### src/rtl/fetch_queue.sv
// Multi-lane fetch queue: circular buffer of {address, instr} with compacting WIDTH-lane enqueue/dequeue.
// Define FETCH_QUEUE_BYPASS_EN to forward input lanes straight to the outputs when the queue is empty and not stalled.
module fetch_queue #(
   parameter int XLEN  = 32,
   parameter int WIDTH = 2,
   parameter int DEPTH = 8
) (
   input  logic                       clock,
   input  logic                       reset,
   input  logic                       flush,
   input  logic [WIDTH-1:0]           in_valid,
   input  logic [WIDTH*XLEN-1:0]      in_address,
   input  logic [WIDTH*32-1:0]        in_instr,
   output logic                       in_ready,
   output logic [WIDTH-1:0]           out_valid,
   output logic [WIDTH*XLEN-1:0]      out_address,
   output logic [WIDTH*32-1:0]        out_instr,
   input  logic                       stop,
   output logic [$clog2(DEPTH+1)-1:0] count
);
   localparam int AW = $clog2(DEPTH);
   localparam int CW = $clog2(DEPTH + 1);

   logic [XLEN-1:0] r_addr  [DEPTH];
   logic [31:0]     r_instr [DEPTH];
   logic [AW-1:0]   r_head;
   logic [AW-1:0]   r_tail;
   logic [CW-1:0]   r_count;

   logic [CW-1:0]   w_pos [WIDTH];
   logic [CW-1:0]   w_k;
   logic [CW-1:0]   w_d;
   logic [CW-1:0]   w_free;
   logic            w_byp;
   logic            w_enq;

   // Compaction slot of each valid input lane = number of valid lanes below it.
   always_comb begin
      w_k = '0;
      for (int unsigned i = 0; i < WIDTH; i++) begin
         w_pos[i] = w_k;
         if (in_valid[i]) w_k = w_k + CW'(1);
      end
   end

   assign w_free   = CW'(DEPTH) - r_count;
   assign in_ready = !reset && !flush && (w_free >= CW'(WIDTH));

`ifdef FETCH_QUEUE_BYPASS_EN
   assign w_byp = !reset && !flush && !stop && (r_count == '0);
`else
   assign w_byp = 1'b0;
`endif

   assign w_enq = in_ready && !w_byp;
   assign w_d   = stop ? '0 : ((r_count < CW'(WIDTH)) ? r_count : CW'(WIDTH));
   assign count = r_count;

   always_comb begin
      out_valid   = '0;
      out_address = '0;
      out_instr   = '0;
      if (!reset) begin
         for (int unsigned i = 0; i < WIDTH; i++) begin
            if (CW'(i) < r_count) begin
               out_valid[i]                 = 1'b1;
               out_address[i*XLEN +: XLEN]  = r_addr[r_head + AW'(i)];
               out_instr[i*32 +: 32]        = r_instr[r_head + AW'(i)];
            end
         end
      end
`ifdef FETCH_QUEUE_BYPASS_EN
      // Bypass only fires with the queue empty, so no stored lane is overwritten here.
      if (w_byp) begin
         for (int unsigned j = 0; j < WIDTH; j++) begin
            for (int unsigned i = 0; i < WIDTH; i++) begin
               if (in_valid[i] && (w_pos[i] == CW'(j))) begin
                  out_valid[j]                = 1'b1;
                  out_address[j*XLEN +: XLEN] = in_address[i*XLEN +: XLEN];
                  out_instr[j*32 +: 32]       = in_instr[i*32 +: 32];
               end
            end
         end
      end
`endif
   end

   always_ff @(posedge clock) begin
      if (w_enq) begin
         for (int unsigned i = 0; i < WIDTH; i++) begin
            if (in_valid[i]) begin
               r_addr[r_tail + AW'(w_pos[i])]  <= in_address[i*XLEN +: XLEN];
               r_instr[r_tail + AW'(w_pos[i])] <= in_instr[i*32 +: 32];
            end
         end
      end
   end

   always_ff @(posedge clock) begin
      if (reset || flush) begin
         r_head  <= '0;
         r_tail  <= '0;
         r_count <= '0;
      end else begin
         if (w_enq) r_tail <= r_tail + AW'(w_k);
         r_head  <= r_head + AW'(w_d);
         r_count <= r_count + (w_enq ? w_k : CW'(0)) - w_d;
      end
   end
endmodule

### config.mk
export PLATFORM = sky130hd
export DESIGN_NAME = fetch_queue
export DESIGN_NICKNAME = d
export VERILOG_FILES = /design/src/rtl/fetch_queue.sv
export SDC_FILE = /design/constraint.sdc
export NUM_CORES = 1
export LEC_CHECK = 0
export ABC_AREA = 0
export BUFFER_PORTS_ARGS = -buffer_cell sky130_fd_sc_hd__buf_4
export CORE_MARGIN = 2
export CORE_UTILIZATION = 55
export DETAILED_ROUTE_END_ITERATION = 8
export PLACE_DENSITY = 0.81
export SLEW_MARGIN = 20
export SYNTH_ARGS = -nofsm -noshare
export SYNTH_HDL_FRONTEND = slang
export SYNTH_SLANG_ARGS = --single-unit
### constraint.sdc
create_clock -name clock -period 6.1 [get_ports clock]
set_input_delay 1.22 -clock clock [delete_from_list [all_inputs] [get_ports clock]]
set_output_delay 1.22 -clock clock [all_outputs]
set_load 0.005 [all_outputs]
# == After elaboration in Yosys (flattened, before gate mapping) ==
# Memory sizes are Yosys's and may differ from the RTL's. A register that Yosys moved wholly into a read port is not among the register bits.
# Index checks and enable logic that the tools add are counted.
# op_classes
reduce_logical,5
magnitude_cmp,4
n_mux,22
addsub,8
# ops
cell,count
32-bit two-way mux,4
64-bit two-way mux,2
4-bit two-way mux,4
1-bit two-way mux,9
1-bit by 4-bit less-than comparator with 1-bit output (first input constant),2
3-bit adder,2
3-bit two-way mux,2
4-bit by 1-bit adder with 4-bit output (second input constant),1
4-bit adder,1
4-bit by 2-bit >= comparator with 1-bit output (second input constant),1
4-bit by 2-bit less-than comparator with 1-bit output (second input constant),1
4-bit subtractor,1
4-bit subtractor (first input constant),1
3-bit by 1-bit adder with 3-bit output,1
3-bit by 1-bit adder with 3-bit output (second input constant),1
1-bit logical AND,2
1-bit logical NOT,2
2-bit two-way mux,1
1-bit logical OR,1
# word_totals
ramBits,512
output_inout_bits,135
n_memories,2
reg_bits,10
word_cells,44
# memory_table
memory,depth,width,rd,rd_ports_with_merged_regs,write_ports,line_no,source
r_addr,8,32,2,1,2,24,logic [XLEN-1:0] r_addr [DEPTH];
r_instr,8,32,2,1,2,25,logic [31:0] r_instr [DEPTH];

# == Longest topological paths before layout ==
# depth
word_depth,6
ltp_mapped,14
mapped_depth_nobuf,13

# == Least setup slack after synthesis ==
# OpenSTA, ideal clock, no wires.
# synth_path
path_type,input -> register
start,input in_valid[0]
end,"memory r_addr[5][0], enable pin"
path_buffers,0
arrival_time_ns,5.300
cell_stages,5
setup_slack_ns,0.291
t_required_ns,5.592
path_cell_list,ha_1 -> ha_1 -> nor4b_1 -> nand3_1 -> o22ai_1
# synth_rtl
item,line_no,source
from (decl),11,"input logic [WIDTH-1:0] in_valid,"
to (decl),24,

# == Final worst setup path ==
# layout_path
start,register r_head[1]
end,output out_instr[48]
# layout_between
elab_chain_cells,4
# layout_lines
item,line_no,source
from (decl),26,logic [AW-1:0] r_head;
from (signal assigned),106,r_head <= r_head + AW'(w_d);
3-bit by 1-bit adder with 3-bit output,68,out_instr[i*32 +: 32] = r_instr[r_head + AW'(i)];
memory read 8 x 32 bit,-,
32-bit two-way mux,65,if (CW'(i) < r_count) begin
64-bit two-way mux,63,if (!reset) begin
to (decl),17,"output logic [WIDTH*32-1:0] out_instr,"
# Every way passes these cells.

==> Flow_metrics.wiki <==
{| class="wikitable"
! Metric !! Value
|-
| Run status || complete, no violations
|-
| Worst supply voltage drop on vdd || 0.224 mV
|-
| Clock tree from TritonCTS || built
|-
| Initial DRC Count || 2080
|-
| Routability congestion estimate from global placement || 0.856
|-
| Worst path buffer plus inverter count || 2
|-
| Vias/cell || 6.66
|-
| Global-route total usage across every layer || 29.5%
|-
| Final hold violations || 0
|-
| Skew final || 0.0238 ns
|-
| Number of nets in the finished design || 2247
|-
| Worst min-delay path category || register to register
|-
| Most used flip-flop cell after synthesis || sky130_fd_sc_hd__edfxtp_1
|-
| Width of the die || 240 um
|-
| Clk slew on worst S/H paths || 0.07 ns
|-
| DR WL/cell || 29.2 um
|-
| Count of flip-flops with a built-in enable after synthesis || 512
|-
| Clock buffer count from CTS || 55
|-
| Non-filler instance count after layout || 2893
|-
| Insertion delay of the later-clocked pin in the worst-skew pair || 0.62 ns
|-
| Final setup vio count || 0
|-
| Fin util || 63.5%
|-
| Cell type of the slowest stage on the worst timing path || sky130_fd_sc_hd__dfxtp_4
|-
| Number of H-tree branching levels || 2
|-
| Mapped cell area || 30600 um2
|-
| DRT Wirelength || 84400 um
|-
| Hold buffer count at CTS || 0
|-
| Signal arrival time at the worst endpoint || 3.64 ns
|-
| Congestion Overflow GR || 0
|-
| Peak Freq || 0.206 GHz
|-
| Maximum single-stage delay on the critical path || 0.88 ns
|-
| Detailed-routing iteration count for the pre-antenna-repair pass || 5
|-
| Core Rows || 86
|-
| Synthesized net count || 2020
|-
| Sequential group share of total power || 46.7%
|-
| Wire length of the first global-routing pass || 125000 um
|-
| Async set or reset register ratio after synthesis || 0%
|-
| Proportion of synthesized chip area in sequential cells || 50.9%
|-
| Portion of total power attributed to combinational logic || 17.2%
|-
| Pin count of the biggest net entering global routing || 121
|-
| Clock Tree Root || sky130_fd_sc_hd__clkbuf_16
|-
| Placeable core region || 55000 um2
|-
| Synth-to-layout area growth || 14.3%
|-
| Synth Area per Inst || 16.4 um2
|-
| Warnings, synthesis || 0
|-
| Required time of the worst setup path || 4.88 ns
|-
| I/O pin cnt || 269
|-
| Post-synthesis register bit count || 522
|-
| Final sum of negative setup slack || 0 ns
|-
| Number of setup buffers added after CTS || 0
|-
| Max-cap violation count || 0
|-
| Part of the total power dissipated in the clock network || 36.1%
|-
| Total via count in the routed design || 19300
|-
| Critical path type || register to output pin
|-
| Post-cts repair resize count || 0
|-
| Power density of the placed cells || 253 nW/um2
|-
| Die area || 57500 um2
|-
| Antenna violations before repair || 12
|-
| Synthesized instance count || 1869
|-
| Share of cells above drive strength 1 || 53.9%
|-
| Top delay family on crit path || flip-flops
|-
| Highest fanout seen on the critical path || 48
|-
| Number of antenna-violating nets in the routed design || 0
|-
| Crit path time final || 4.86 ns
|-
| Total leakage power || 11.2 nW
|-
| IO buf count || 268
|-
| Internal Pwr Total || 6.58 mW
|-
| Clock Sinks || 522
|-
| Kind of launch point of the worst setup path || register
|-
| Number of global-route vias before repair || 20100
|-
| Switching power of the nets || 2.27 mW
|-
| Starting Density || 55.6%
|-
| Chain of cells forming the critical path || ha_4, buf_12, mux4_2, nand2_1, a21oi_1, buf_4
|-
| Clock buffer depth || 3
|-
| Setup repair after global routing missed its margin || no
|-
| Number of max-slew violations in the final report || 0
|-
| Synth unique cells || 41
|-
| Worst slew pin tran || 1.09 ns
|-
| Total design power || 8.85 mW
|-
| Type of element capturing the critical path || output pin
|-
| # DRC || 0
|-
| Final Cycle Share || 79.6%
|-
| Switching share of power || 25.7%
|-
| Die boundary height || 240 um
|-
| Worst-case headroom to the max-slew limit || 27.5%
|-
| HPWL after detailed placement || 48400 um
|-
| Number of placed cells counting well taps || 2787
|}
## synthesized netlist by cell type, types with 2 or more instances
cell type,number,share of area (%)
sky130_fd_sc_hd__buf_6,36,1.3
sky130_fd_sc_hd__a31o_2,2,0.057
sky130_fd_sc_hd__or2_2,3,0.061
sky130_fd_sc_hd__buf_1,7,0.086
sky130_fd_sc_hd__xnor2_1,4,0.11
sky130_fd_sc_hd__buf_4,12,0.29
sky130_fd_sc_hd__ha_1,14,0.57
sky130_fd_sc_hd__mux2_1,33,1.2
sky130_fd_sc_hd__nand2_1,132,1.6
sky130_fd_sc_hd__inv_1,11,0.14
sky130_fd_sc_hd__a21oi_1,70,1.1
sky130_fd_sc_hd__nand4_1,5,0.10
sky130_fd_sc_hd__fa_1,3,0.20
sky130_fd_sc_hd__and2_1,3,0.061
sky130_fd_sc_hd__a21o_1,3,0.074
sky130_fd_sc_hd__xor2_1,4,0.11
sky130_fd_sc_hd__mux2_2,479,18
sky130_fd_sc_hd__nand3_1,6,0.098
sky130_fd_sc_hd__nor2_1,74,0.91
sky130_fd_sc_hd__edfxtp_1,512,50
sky130_fd_sc_hd__a21oi_4,6,0.32
sky130_fd_sc_hd__o22ai_1,6,0.12
sky130_fd_sc_hd__buf_2,50,0.82
sky130_fd_sc_hd__clkbuf_1,41,0.50
sky130_fd_sc_hd__mux2i_1,64,2.1
sky130_fd_sc_hd__nor4_1,2,0.041
sky130_fd_sc_hd__mux4_2,256,19
sky130_fd_sc_hd__o21ai_0,5,0.082
sky130_fd_sc_hd__dfxtp_1,10,0.65
sky130_fd_sc_hd__nor3_1,3,0.049
sky130_fd_sc_hd__nor3b_1,3,0.074
## layer usage
metal	up-vias	wire length [um]	GRT usage (%)
li1	8067	-	-
met2	1056	40700	47.2
met3	171	8610	6.80
met1	9973	32400	40.0
met4	12	2550	10.0
met5	-	65	0
## power by group through the flow
stage               logic [mW]  clock network, mW  registers, mW
floorplan                0.879                  0           4.18
CTS                       1.52               3.23           4.13
global placement          1.47                  0           4.20
finish                    1.52               3.19           4.14
global route              1.62               3.35           4.15
detailed placement        1.51                  0           4.21
## stage by stage
step                      hold WS (ns)  instance area [um2]  setup WS, ns
after detailed placement         0.544                33200          1.52
after floorplan                  0.501                30600         0.291
final                            0.574                34900          1.24
after global placement           0.522                33200          1.61
after CTS                        0.551                34900          1.18
after global routing             0.588                34900          1.07
## state kept, by name (all words and copies together) (netlist names)
| signal | count |
|---|---|
| count | 4 |
| r_addr | 256 |
| r_head | 3 |
| r_instr | 256 |
| r_tail | 3 |
## final timing paths
| kind | start | to | slack [ns] | depth (start not counted) |
|---|---|---|---|---|
| max | r_head[1]$_SDFF_PP0_ | out_instr[48] | 1.24 | 6 |
| min reg2reg | r_tail[0]$_SDFFE_PP0N_ | r_tail[0]$_SDFFE_PP0N_ | 0.57 | 2 |
| max reg2reg | count[1]$_SDFF_PP0_ | count[2]$_SDFF_PP0_ | 2.36 | 12 |
| min | r_tail[0]$_SDFFE_PP0N_ | r_tail[0]$_SDFFE_PP0N_ | 0.57 | 2 |
## layout make-up
type / instances / area (um2)
antenna: 5 / 12.5
clock buffer: 76 / 1550
clock inverter: 25 / 140
fill: 3950 / 20000
inverter: 11 / 41.3
multi-input combinational: 1190 / 14200
sequential: 522 / 15600
tap: 748 / 936
timing repair buffer: 316 / 2470
## cell families after synthesis
kind of cell	share of synthesized area (%)
simple gates	3.13
xor+xnor	0.229
buf+inv	3.16
mux	39.8
flops	50.9
compound gates	1.95
other cells	0.0123
fa+ha+maj	0.769
## worst min-delay path: stages, from the launching register on
cell and delay, ns:
sky130_fd_sc_hd__dfxtp_1 0.37, sky130_fd_sc_hd__nand3_1 0.10, sky130_fd_sc_hd__a21oi_1 0.06
## layout by cell type (no fill, tap or decap), drive strengths merged, types with 3 or more instances in the layout
cell type / instances
clkbuf: 76
a21oi: 76
and2: 3
inv: 11
xnor2: 4
dfxtp: 10
mux4: 256
mux2i: 64
fa: 3
nand2: 132
nor2: 74
clkinv: 24
edfxtp: 512
nor3: 4
o21ai: 5
mux2: 512
a21o: 3
xor2: 4
buf: 316
nand4: 5
ha: 14
nor3b: 3
nand3: 6
o22ai: 6
or2: 3
diode: 5
No activity file was read; power rests on OpenSTA's default activity.
